==> src/rtl/cpu6502_pkg.sv <==
// Shared definitions for the CPU run controller: run-state encoding and cycle-counter width.
package cpu6502_pkg;

    localparam int CYC_W = 32;

    typedef enum logic [2:0] {
        ST_HOLD = 3'd0,
        ST_HALT = 3'd1,
        ST_RUN  = 3'd2,
        ST_STEP = 3'd3,
        ST_DONE = 3'd4
    } run_state_t;

endpackage

==> src/rtl/clk_prescaler.sv <==
// Tick generator: one-CLK tick every DIV enabled CLK cycles; R or a low en clears the count.
module clk_prescaler #(
    parameter int DIV = 1
) (
    input  logic CLK,
    input  logic R,
    input  logic en,
    output logic tick
);

    localparam int            CW   = (DIV > 1) ? $clog2(DIV) : 1;
    localparam logic [CW-1:0] LAST = CW'(DIV - 1);

    logic [CW-1:0] r_count;

    always_ff @(posedge CLK) begin
        if (R || !en) begin
            r_count <= '0;
        end else if (r_count == LAST) begin
            r_count <= '0;
        end else begin
            r_count <= r_count + 1'b1;
        end
    end

    assign tick = en && (r_count == LAST);

endmodule

==> src/rtl/cpu_run_ctrl.sv <==
// CPU run controller: reset hold, run/halt/step/done sequencing, cpu clock and cycle counter.
// Optional breakpoint comparator is built only when BRKPT_EN is defined.
module cpu_run_ctrl
    import cpu6502_pkg::*;
#(
    parameter int          DIV       = 1,
    parameter int          RST_CYC   = 50,
    parameter int unsigned RUN_LIMIT = 0,
    parameter int          AUTO_RUN  = 1
) (
    input  logic             CLK,
    input  logic             R,
    input  logic             run_req,
    input  logic             step_req,
    input  logic             halt_req,
    input  logic [15:0]      addr_bus,
    input  logic [15:0]      brk_addr,
    output logic             cpu_clk,
    output logic             cpu_res,
    output logic             running,
    output logic             halted,
    output logic             done,
    output logic             bp_hit,
    output logic [CYC_W-1:0] cyc_count
);

    localparam logic [31:0]      HOLD_TICKS = 32'(2 * RST_CYC);
    localparam logic [CYC_W-1:0] LIMIT      = CYC_W'(RUN_LIMIT);

    run_state_t       r_state;
    run_state_t       w_nextState;
    logic             w_tick;
    logic             w_fall;
    logic             w_bpHit;
    logic             w_holdDone;
    logic             w_stateChange;
    logic             w_prescEn;
    logic             w_prescClr;
    logic [CYC_W-1:0] w_cycNext;
    logic [CYC_W-1:0] r_cycCount;
    logic [31:0]      r_holdCnt;
    logic             r_cpuClk;
    logic             r_cpuRes;
    logic             r_running;
    logic             r_halted;
    logic             r_done;
    logic             r_bpHit;

    assign w_prescEn  = (r_state == ST_HOLD) || (r_state == ST_RUN) || (r_state == ST_STEP);
    assign w_prescClr = R || w_stateChange;

    clk_prescaler #(
        .DIV(DIV)
    ) u_prescaler (
        .CLK (CLK),
        .R   (w_prescClr),
        .en  (w_prescEn),
        .tick(w_tick)
    );

    // A tick while cpu_clk is high is the falling edge that completes a cpu cycle.
    assign w_fall     = w_tick && r_cpuClk;
    assign w_cycNext  = r_cycCount + 1'b1;
    assign w_holdDone = w_tick && ((r_holdCnt + 32'd1) >= HOLD_TICKS);

`ifdef BRKPT_EN
    assign w_bpHit = (r_state == ST_RUN) && w_fall && (addr_bus == brk_addr);
`else
    logic w_unusedBrk;
    assign w_unusedBrk = ^{addr_bus, brk_addr};
    assign w_bpHit     = 1'b0;
`endif

    always_comb begin
        w_nextState = r_state;
        case (r_state)
            ST_HOLD: begin
                if (w_holdDone) begin
                    w_nextState = (AUTO_RUN != 0) ? ST_RUN : ST_HALT;
                end
            end
            ST_HALT: begin
                if (halt_req) begin
                    w_nextState = ST_HALT;
                end else if (step_req) begin
                    w_nextState = ST_STEP;
                end else if (run_req) begin
                    w_nextState = ST_RUN;
                end
            end
            ST_RUN: begin
                if (w_fall) begin
                    if ((RUN_LIMIT != 0) && (w_cycNext == LIMIT)) begin
                        w_nextState = ST_DONE;
                    end else if (halt_req || w_bpHit) begin
                        w_nextState = ST_HALT;
                    end
                end
            end
            ST_STEP: begin
                if (w_fall) begin
                    w_nextState = ST_HALT;
                end
            end
            ST_DONE: begin
                w_nextState = ST_DONE;
            end
            default: begin
                w_nextState = ST_HOLD;
            end
        endcase
    end

    assign w_stateChange = (w_nextState != r_state);

    always_ff @(posedge CLK) begin
        if (R) begin
            r_state <= ST_HOLD;
        end else begin
            r_state <= w_nextState;
        end
    end

    // Outputs are derived from the next state so they change on the same edge as the state.
    always_ff @(posedge CLK) begin
        if (R) begin
            r_holdCnt  <= '0;
            r_cpuClk   <= 1'b0;
            r_cpuRes   <= 1'b1;
            r_running  <= 1'b0;
            r_halted   <= 1'b0;
            r_done     <= 1'b0;
            r_bpHit    <= 1'b0;
            r_cycCount <= '0;
        end else begin
            if (r_state != ST_HOLD) begin
                r_holdCnt <= '0;
            end else if (w_tick) begin
                r_holdCnt <= r_holdCnt + 32'd1;
            end

            if ((w_nextState == ST_HALT) || (w_nextState == ST_DONE)) begin
                r_cpuClk <= 1'b0;
            end else if (w_tick) begin
                r_cpuClk <= ~r_cpuClk;
            end

            r_cpuRes  <= (w_nextState == ST_HOLD);
            r_running <= (w_nextState == ST_RUN) || (w_nextState == ST_STEP);
            r_halted  <= (w_nextState == ST_HALT);
            r_done    <= (w_nextState == ST_DONE);
            r_bpHit   <= w_bpHit;

            if (w_fall && ((r_state == ST_RUN) || (r_state == ST_STEP))) begin
                r_cycCount <= w_cycNext;
            end
        end
    end

    assign cpu_clk   = r_cpuClk;
    assign cpu_res   = r_cpuRes;
    assign running   = r_running;
    assign halted    = r_halted;
    assign done      = r_done;
    assign bp_hit    = r_bpHit;
    assign cyc_count = r_cycCount;

endmodule

==> config.mk <==
export PLATFORM = sky130hd
export DESIGN_NAME = cpu_run_ctrl
export DESIGN_NICKNAME = d
export VERILOG_FILES = /design/src/rtl/cpu6502_pkg.sv /design/src/rtl/clk_prescaler.sv /design/src/rtl/cpu_run_ctrl.sv
export SDC_FILE = /design/constraint.sdc
export NUM_CORES = 1
export LEC_CHECK = 0
export CORE_MARGIN = 2
export CORE_UTILIZATION = 47
export CTS_CLUSTER_DIAMETER = 200
export DETAILED_ROUTE_END_ITERATION = 10
export GPL_ROUTABILITY_DRIVEN = 0
export MAX_ROUTING_LAYER = met4
export PLACE_DENSITY = 0.75
export SYNTH_ARGS = -nofsm -noshare
export SYNTH_HDL_FRONTEND = slang
export SYNTH_SLANG_ARGS = --single-unit
==> constraint.sdc <==
create_clock -name CLK -period 2.4 [get_ports CLK]
set_input_delay 0.6 -clock CLK [delete_from_list [all_inputs] [get_ports CLK]]
set_output_delay 0.6 -clock CLK [all_outputs]
set_load 0.1 [all_outputs]
==> results of run 1 <==
==> layer usage <==
metal  wire (um)  track usage, %
met1        3920            24.6
met2        3940            34.3
met3         342            4.49
met4          42            6.04
met5           0               -
==> cells by family after synthesis <==
logic type,synth area share [%]
simple gates,31.0
flops,38.5
xor+xnor,15.7
compound gates,8.05
buf+inv,5.15
mux,0.825
fa+ha+maj,0.660
other cells,0.0988
==> cell usage in the layout (no fill, tap or decap), types with 2 or more instances in the layout <==
| master | synthesis | layout |
|---|---|---|
| buf_4 | 1 | 83 |
| nor2_1 | 76 | 76 |
| dfxtp_1 | 73 | 49 |
| xor2_1 | 38 | 38 |
| nand2_1 | 35 | 35 |
| xnor2_1 | 30 | 30 |
| nand3_1 | 25 | 25 |
| nand4_1 | 23 | 23 |
| dfxtp_2 | 0 | 23 |
| o21ai_0 | 18 | 17 |
| and3_1 | 16 | 16 |
| a21oi_1 | 13 | 13 |
| nor3_1 | 13 | 12 |
| inv_1 | 9 | 9 |
| clkbuf_8 | 0 | 9 |
| or3_1 | 8 | 8 |
| and2_1 | 7 | 7 |
| a31oi_1 | 5 | 4 |
| clkdlybuf4s50_1 | 0 | 4 |
| and4_1 | 3 | 3 |
| or2_2 | 3 | 3 |
| a211oi_1 | 3 | 3 |
| nand2b_1 | 2 | 2 |
| nor4_1 | 4 | 2 |
| mux2i_1 | 2 | 2 |
| nor3_2 | 2 | 2 |
| o21ai_1 | 1 | 2 |
| or2_1 | 2 | 2 |
| ha_1 | 2 | 2 |
| conb_1 | 1 | 2 |
| clkbuf_1 | 16 | 2 |
| clkinv_2 | 0 | 2 |
==> final timing paths <==
path                                    from                   endpoint  slack (ns)  cells past startpoint
setup / recovery  r_holdCnt[26]$_SDFFE_PP0P_         running$_SDFF_PP0_        0.08                      9
hold / removal     cyc_count[1]$_SDFFE_PP0P_  cyc_count[1]$_SDFFE_PP0P_        0.50                      2
setup reg to reg  r_holdCnt[26]$_SDFFE_PP0P_         running$_SDFF_PP0_        0.08                      9
hold reg to reg    cyc_count[1]$_SDFFE_PP0P_  cyc_count[1]$_SDFFE_PP0P_        0.50                      2
==> flip-flops by register name, indices dropped and copies added (netlist names) <==
| name | flops |
|---|---|
| cpu_clk | 1 |
| cpu_res | 1 |
| r_holdCnt | 32 |
| u_prescaler.r_count | 1 |
| done | 1 |
| running | 1 |
| halted | 1 |
| r_state | 3 |
| cyc_count | 32 |
==> cell type report <==
cell class,instances,share of cell area [%]
Inverter,9,0.720
Clock buffer,11,2.80
Tap cell,102,2.72
Multi-Input combinational cell,356,46.6
Clock inverter,5,1.20
Timing Repair Buffer,87,14.1
Sequential cell,73,31.9
==> critical path, delay by kind of cell, from the launching register on <==
| kind | cells | cell delay [ns] |
|---|---|---|
| compound gates | 1 | 0.14 |
| flops | 1 | 0.38 |
| simple gates | 6 | 1.37 |
| xor+xnor | 1 | 0.16 |
| buf+inv | 1 | 0.17 |
==> report_power, final <==
part           internal, W  leakage (nW)  switching (W)
Combinational    0.0000283          1.18      0.0000623
Clock             0.000480        0.0933       0.000456
Sequential         0.00122         0.601     0.00000705
==> stage by stage <==
step           setup TNS (ns)  setup slack, ns  std cells  instance area [um^2]  utilization (%)
6_report                    0           0.0782        643                  4690             60.4
3_5_place_dp           -0.900           -0.324        625                  4440             57.1
5_1_grt                -0.136          -0.0701        643                  4690             60.4
4_1_cts                     0           0.0270        641                  4640             59.7
2_1_floorplan               0           0.0109        470                  3820                -
3_3_place_gp           -0.388           -0.156        625                  4440             57.1
==> timing repair <==
action	in CTS	in global routing
setup endpoints to repair	2	3
hold endpoints to repair	0	0
pin swaps	2	6
setup buffers	0	2
resized for setup	2	11
==> run metrics, run 1 <==
Multi-input gate area 2180 um^2; DR pass1 iterations 4; share of post-route cells with drive strength above 1 25.5%; Peak VDD IR 0.000243 V; synth warn 0; Final Hold Fails 0; pwr dens 480 nW/um^2; hold-fix buffers at CTS 0; Worst-path clk slew 0.08 ns; largest area contributor in the netlist dfxtp_1; Mapped Area 3790 um^2; cts bufs inserted 9; fillers 689; Syn Inst Count 469; Ant. Diodes 0; CTS tree done; Worst EP arrival 2.56 ns; Iteration-0 DRC Markers 162; die area 8810 um^2; clk buf depth 2; Power, Total 0.00225 W; Synth async-reset ratio 0%; Core Area 7770 um^2; vias per inst 5.24; # IOs 75; fin crit share 96.7%; Post-synth top cells nor2_1, dfxtp_1, xor2_1; final WL 8240 um; RSZ-0062 raised after global routing yes; WHS 0.498 ns; DR vias 3,368; final setup fails 0; Initial Util 48.8%; Die X 93.8 um; critical path cell sequence nand4_1, nor4_2, buf_4, nand4_2, xnor2_1, or4_4, nor4_4, a31oi_2, and2_1; Congestion Overflow GR 0; # rows 32; Yosys top cell area share 38.5%; H-tree depth 3; CP Class reg2reg; FF+latch area 1490 um^2; P_leak 1.87 nW; number of global-route vias before repair 3,261; Final Max Slew Viols 0; f_max 431 MHz; main flop type after synthesis dfxtp_1; mean area per synthesized cell 8.09 um^2; first-pass GRT wire length 14,400 um; WP data required 2.64 ns; FF+latch count, synth 73; clk_lat worst skew 0.34 ns; CP peak stage delay 0.44 ns; largest net degree at the start of global routing 39; top cells by area, synth dfxtp_1, xor2_1, nor2_1; status completed; initial antenna violation count 0; Area Overhead vs Synth 23.6%; worst-path fanout max 4; Setup Skew 0.00828 ns; Post-synth EDFFs 0; Seq/Total Area, Yosys 38.5%; Worst Hold Class reg2reg; gr usage total 20.4%; Crit-path slowest cell or4_4; Final #Nets 575; Buffers on Ports 41; Routed wire per std cell 12.8 um; Max Cap Violations 0; DRC Markers 0; Die Ht 93.8 um; min Tclk post-route 2.32 ns; clock sinks 73; startpoint types register; CP Capture Type register; top-count cell post-synth nor2_1; HPWL Detailed 5990 um; Synth cell types 52; Antenna Nets Post-Route 0; Clock Tree Root clkbuf_8
Note: power is estimated with default switching activity, not from simulation.
==> run 2: changes to the inputs <==
Settings changed: ABC_AREA set to 1, CORE_UTILIZATION 47 to 49, PLACE_DENSITY 0.75 to 0.76.
==> run 2 against run 1 <==
  * Final area increased by 8.9%
  * Worst hold slack got worse by 0.035 ns
  * Clock power increased by 8%
  * Cell count increased by 35%
  * Critical endpoint is now cpu_clk$_SDFFE_PP0P_
==> run metrics, run 2 <==
top cells by area, synth dfxtp_1, nand2_1, nor2_1 (was dfxtp_1, xor2_1, nor2_1); first-pass GRT wire length 19,000 um (was 14,400 um); WP data required 2.66 ns (was 2.64 ns); Die X 98.8 um (was 93.8 um); f_max 447 MHz (was 431 MHz); commonest non-fill, non-tap cell in the layout nand2_1 (was buf_4); Worst Hold Class reg2reg (unchanged); DRC Markers 0 (unchanged); vias per inst 5.26 (was 5.24); # rows 34 (was 32); largest area contributor in the netlist dfxtp_1 (unchanged); Post-synth top cells nand2_1, nor2_1, inv_1 (was nor2_1, dfxtp_1, xor2_1); WHS 0.463 ns (was 0.498 ns); CTS tree done (unchanged); hold-fix buffers at CTS 0 (unchanged); share of post-route cells with drive strength above 1 15.1% (was 25.5%); largest net degree at the start of global routing 40 (was 39); RSZ-0062 raised after global routing no (was yes); PnR worst setup slack 0.163 ns (was 0.0782 ns); fin cells 870 (was 643); Core Area 8720 um^2 (was 7770 um^2); sequential share of power 49.5% (was 54.4%); flop2flop setup slack 0.16 ns (was 0.08 ns); Syn Inst Count 710 (was 469); Buffers on Ports 41 (unchanged); Worst EP arrival 2.50 ns (was 2.56 ns); gr usage total 24.1% (was 20.4%); clock network power share 37.9% (was 41.6%); Final Hold Fails 0 (unchanged); Die Ht 98.8 um (was 93.8 um); final WL 11,000 um (was 8240 um); main flop type after synthesis dfxtp_1 (unchanged); cts bufs inserted 9 (unchanged); most frequent cells in the layout nand2_1, nor2_1, inv_1, dfxtp_1, a21oi_1 (was buf_4, nor2_1, dfxtp_1, xor2_1, nand2_1); Area Overhead vs Synth 16.0% (was 23.6%); Synth cell types 39 (was 52); DP Worst Slack 0.141 ns (was -0.324 ns); Setup Skew 0.00844 ns (was 0.00828 ns); status completed (unchanged); Iteration-0 DRC Markers 241 (was 162); Final Max Slew Viols 0 (unchanged); Ant. Diodes 0 (unchanged); pwr dens 520 nW/um^2 (was 480 nW/um^2); combinational share of power 12.6% (was 4.0%); CP Capture Type register (unchanged); Slew HR 53.4%; DR vias 4,580 (was 3,368); clock sinks 73 (unchanged); final setup fails 0 (unchanged); top-count cell post-synth nand2_1 (was nor2_1); Routed wire per std cell 12.6 um (was 12.8 um); sw power 0.000784 W (was 0.000526 W); Worst-path clk slew 0.08 ns (about the same); Power, Total 0.00265 W (was 0.00225 W); clk_lat worst skew 0.35 ns (was 0.34 ns); HPWL Detailed 8320 um (was 5990 um); worst-path fanout max 4 (unchanged); synth warn 0 (unchanged); Final #Nets 796 (was 575); clk buf depth 2 (unchanged); TNS Setup 0 ns (unchanged); P_leak 2.16 nW (was 1.87 nW); Int Pwr 0.00187 W (was 0.00173 W); FF+latch count, synth 73 (unchanged); Post-synth EDFFs 0 (unchanged); number of global-route vias before repair 4,326 (was 3,261); startpoint types register (unchanged); Yosys top cell area share 33.2% (was 38.5%); worst slew pin tran 0.699 ns; Seq/Total Area, Yosys 33.2% (was 38.5%); H-tree depth 3 (unchanged); Antenna Nets Post-Route 0 (unchanged); Peak VDD IR 0.000317 V (was 0.000243 V); DR pass1 iterations 5 (was 4); min Tclk post-route 2.24 ns (was 2.32 ns); fin crit share 93.2% (was 96.7%); die area 9760 um^2 (was 8810 um^2); Synth async-reset ratio 0% (unchanged); initial antenna violation count 0 (unchanged); Switching Share 29.5% (was 23.4%); Clock Tree Root clkbuf_8 (unchanged); Initial Util 50.5% (was 48.8%); CP Class reg2reg (unchanged); Max Cap Violations 0 (unchanged); # IOs 75 (unchanged); Mapped Area 4400 um^2 (was 3790 um^2); mean area per synthesized cell 6.20 um^2 (was 8.09 um^2); Congestion Overflow GR 0 (unchanged); placed cell count 854 (was 625)
[run 2: cells by family after synthesis]
group | count (synthesis) | synth area share [%]
flip-flops | 73 | 33.2
AND/OR/NAND/NOR | 391 | 39.6
adder cells (fa/ha/maj) | 2 | 0.568
buffers and inverters | 121 | 10.7
XOR/XNOR | 14 | 2.79
AO/OA/AOI/OAI | 108 | 13.0
other | 1 | 0.0852
[run 2: path summary, 6_finish.rpt]
kind | end | depth (start not counted) | start
setup / recovery | cpu_clk$_SDFFE_PP0P_ | 16 | r_holdCnt[1]$_SDFFE_PP0P_
hold / removal | cyc_count[10]$_SDFFE_PP0P_ | 1 | cyc_count[10]$_SDFFE_PP0P_
setup reg to reg | cpu_clk$_SDFFE_PP0P_ | 16 | r_holdCnt[1]$_SDFFE_PP0P_
hold reg to reg | cyc_count[10]$_SDFFE_PP0P_ | 1 | cyc_count[10]$_SDFFE_PP0P_
[run 2: metal layers]
layer | wire length, um | up-vias | GRT usage (%)
li1 | - | 2353 | -
met1 | 4910 | 2077 | 29.7
met2 | 5220 | 129 | 40.0
met3 | 621 | 21 | 4.11
met4 | 201 | 0 | 8.64
met5 | 0 | - | -
[run 2: cell type report]
| class | count | area (um^2) |
|---|---|---|
| Sequential cell | 73 | 1470 |
| Inverter | 105 | 397 |
| Clock inverter | 6 | 67.6 |
| Clock buffer | 10 | 138 |
| Tap cell | 108 | 135 |
| Fill cell | 830 | 3610 |
| Timing Repair Buffer | 51 | 393 |
| Multi-Input combinational cell | 517 | 2500 |
[run 2: critical path, stage by stage, from the launching register on]
cell and delay [ns]:
dfxtp_2 0.36, ha_2 0.20, nand3_1 0.15, nor2_4 0.19, inv_2 0.04, nor2_1 0.24, nand2_1 0.10, nand2_1 0.06
nand2_1 0.06, nor2_1 0.10, nand2_1 0.08, nor2_1 0.10, nand3_1 0.12, nand2_1 0.14, nand3_1 0.10, nand2_1 0.08
nor2_1 0.03
[run 2: what timing repair did]
action | in CTS | in global routing
setup buffers | 0 | 0
hold endpoints to repair | 0 | 0
endpoints found under the setup margin | 0 | 8
resized for setup | 0 | 12
[run 2: metrics by stage]
step	utilization [%]	cell area (um^2)
finish	58.6	5110
CTS	58.2	5070
detailed placement	55.8	4870
global placement	55.8	4870
global route	58.6	5110
floorplan	-	4420
[run 2: power groups by stage]
stage / registers [W] / logic [W] / clock network (W)
after floorplan: 0.00138 / 0.000209 / 0
after global placement: 0.00134 / 0.000321 / 0
after detailed placement: 0.00134 / 0.000331 / 0
after CTS: 0.00131 / 0.000332 / 0.00103
after global routing: 0.00132 / 0.000375 / 0.00108
final: 0.00131 / 0.000336 / 0.00101
==> run 3: changes to the inputs <==
Settings changed: CORE_UTILIZATION 49 to 54, PLACE_DENSITY 0.76 to 0.79.
Clock period 2.4 ns to 2.1 ns, I/O delays scaled along.
==> run 3 against run 2 <==
  * Worst hold slack improved by 0.0030 ns
  * Setup slack got worse by 0.15 ns
  * Final area rose by 9.3%
  * Highest routed layer unchanged
  * Via count rose by 4.4%
  * Critical path depth did not move
==> run metrics, run 3 (same netlist as run 2, synthesis figures left out) <==
status completed (unchanged); Routed wire per std cell 13.2 um (was 12.6 um); clk buf depth 2 (unchanged); Clock Tree Root clkbuf_8 (unchanged); Die X 94.3 um (was 98.8 um); Worst-path clk slew 0.08 ns (about the same); final WL 11,800 um (was 11,000 um); largest net degree at the start of global routing 40 (unchanged); DR vias 4,782 (was 4,580); die area 8890 um^2 (was 9760 um^2); startpoint types register (unchanged); CTS tree done (unchanged); cts bufs inserted 9 (unchanged); WHS Endpoint cyc_count[10]$_SDFFE_PP0P_ (unchanged); fin crit share 99.5% (was 93.2%); worst-path fanout max 5 (was 4); Worst Hold Class reg2reg (unchanged); Iteration-0 DRC Markers 384 (was 241); Core Area 7810 um^2 (was 8720 um^2); Setup Skew 0.0132 ns (was 0.00844 ns); TNS Setup 0 ns (unchanged); min-delay src cyc_count[10]$_SDFFE_PP0P_ (unchanged); CP Capture Type register (unchanged); RSZ-0062 raised after global routing yes (was no); Max Cap Violations 0 (unchanged); placed cell areas 5060 um^2 (was 4870 um^2); commonest non-fill, non-tap cell in the layout nand2_1 (unchanged); Slew HR 49.8% (was 53.4%); pwr dens 592 nW/um^2 (was 520 nW/um^2); number of global-route vias before repair 4,415 (was 4,326); Final Hold Fails 0 (unchanged); Final Max Slew Viols 0 (unchanged); vias per inst 5.36 (was 5.26); path depth of the worst reg2reg path 16 (unchanged); CP Class reg2reg (unchanged); flop2flop setup slack 0.01 ns (was 0.16 ns); hold-fix buffers at CTS 0 (unchanged); Initial Util 56.4% (was 50.5%); clk_lat worst skew 0.36 ns (was 0.35 ns); worst slew pin tran 0.752 ns (was 0.699 ns); # IOs 75 (unchanged); Die Ht 94.3 um (was 98.8 um); clock sinks 73 (unchanged); HPWL Detailed 8470 um (was 8320 um); Congestion Overflow GR 0 (unchanged); share of post-route cells with drive strength above 1 25.6% (was 15.1%); Power, Total 0.00330 W (was 0.00265 W); H-tree depth 3 (unchanged); DRC Markers 0 (unchanged); Hold Path Stages 1 (unchanged); Final #Nets 824 (was 796); final setup fails 0 (unchanged); P_leak 2.37 nW (was 2.16 nW); WP data required 2.35 ns (was 2.66 ns); Area Overhead vs Synth 26.8% (was 16.0%); RR Endpoint cpu_res$_SDFF_PP1_ (was cpu_clk$_SDFFE_PP0P_); f_max 478 MHz (was 447 MHz); WHS 0.466 ns (was 0.463 ns); most frequent cells in the layout nand2_1, inv_1, nor2_1, buf_4, a21oi_1 (was nand2_1, nor2_1, inv_1, dfxtp_1, a21oi_1); DR pass1 iterations 5 (unchanged); post-route cell area 5580 um^2 (was 5110 um^2); first-pass GRT wire length 19,500 um (was 19,000 um); R2R Path Start r_holdCnt[0]$_SDFFE_PP0P_ (was r_holdCnt[1]$_SDFFE_PP0P_); min Tclk post-route 2.09 ns (was 2.24 ns); gr usage total 28.0% (was 24.1%); Peak VDD IR 0.000398 V (was 0.000317 V); Ant. Diodes 0 (unchanged); initial antenna violation count 0 (unchanged); Buffers on Ports 41 (unchanged); Worst EP arrival 2.34 ns (was 2.50 ns); # rows 32 (was 34); Antenna Nets Post-Route 0 (unchanged)
-- run 3: critical path: stages, from the launching register on --
cell and delay [ns]:
dfxtp_2 0.36, ha_4 0.15, nand2_2 0.07, nor2_4 0.17, nand2_2 0.11, nor2_4 0.18, buf_4 0.14, buf_4 0.11
nand3_1 0.06, nand2_1 0.08, nor2_1 0.04, nand2_1 0.08, nor2_2 0.06, nand3_2 0.09, nand2_4 0.07, a21oi_2 0.14
nor2_1 0.07
-- run 3: power by group --
group	internal [W]	total, W	switching, W
sequential	0.00144	0.00150	0.0000596
clock	0.000796	0.00136	0.000567
combinational	0.000143	0.000442	0.000300
total	0.00238	0.00330	0.000927
-- run 3: worst max-delay path by stage --
stage                          startpoint                          to  slack (ns)  depth (start not counted)
6_report        r_holdCnt[0]$_SDFFE_PP0P_          cpu_res$_SDFF_PP1_        0.01                         16
5_1_grt        r_holdCnt[11]$_SDFFE_PP0P_        cpu_clk$_SDFFE_PP0P_       -0.13                         15
4_1_cts         r_holdCnt[0]$_SDFFE_PP0P_        cpu_clk$_SDFFE_PP0P_       0.001                         16
3_5_place_dp    r_holdCnt[0]$_SDFFE_PP0P_          cpu_res$_SDFF_PP1_       -0.13                         15
3_3_place_gp    r_holdCnt[0]$_SDFFE_PP0P_        cpu_clk$_SDFFE_PP0P_       -0.06                         16
2_1_floorplan   cyc_count[1]$_SDFFE_PP0P_  cyc_count[28]$_SDFFE_PP0P_       0.005                         11
-- run 3: final cells by class --
type                            count  area (um^2)
Inverter                          105          394
Multi-Input combinational cell    517         2670
Fill cell                         648         2230
Timing Repair Buffer               79          628
Tap cell                          102          128
Clock inverter                      6          115
Sequential cell                    73         1520
Clock buffer                       10          128
-- run 3: metal layers --
| metal | part of all wire [%] | wire length, um | vias up | track usage, % |
|---|---|---|---|---|
| li1 | - | - | 2398 | - |
| met1 | 46 | 5460 | 2193 | 37.8 |
| met2 | 46 | 5380 | 172 | 43.3 |
| met3 | 6.6 | 772 | 19 | 5.22 |
| met4 | 1.2 | 146 | 0 | 7.49 |
| met5 | 0 | 0 | - | - |
-- run 3: what timing repair did --
item                       4_1_cts  5_1_grt
gates resized for setup         16       47
pin swaps                        8       19
setup endpoints to repair        4        9
setup buffers                    2        7
gates cloned                     0        0
-- run 3: stage by stage --
stage                     worst slack (ns)  cells  util (%)
after global placement             -0.0577    867      64.9
after floorplan                    0.00497    711         -
final                               0.0101    892      71.5
after global routing                -0.135    892      71.5
after detailed placement            -0.127    867      64.9
after CTS                         0.000956    885      68.9
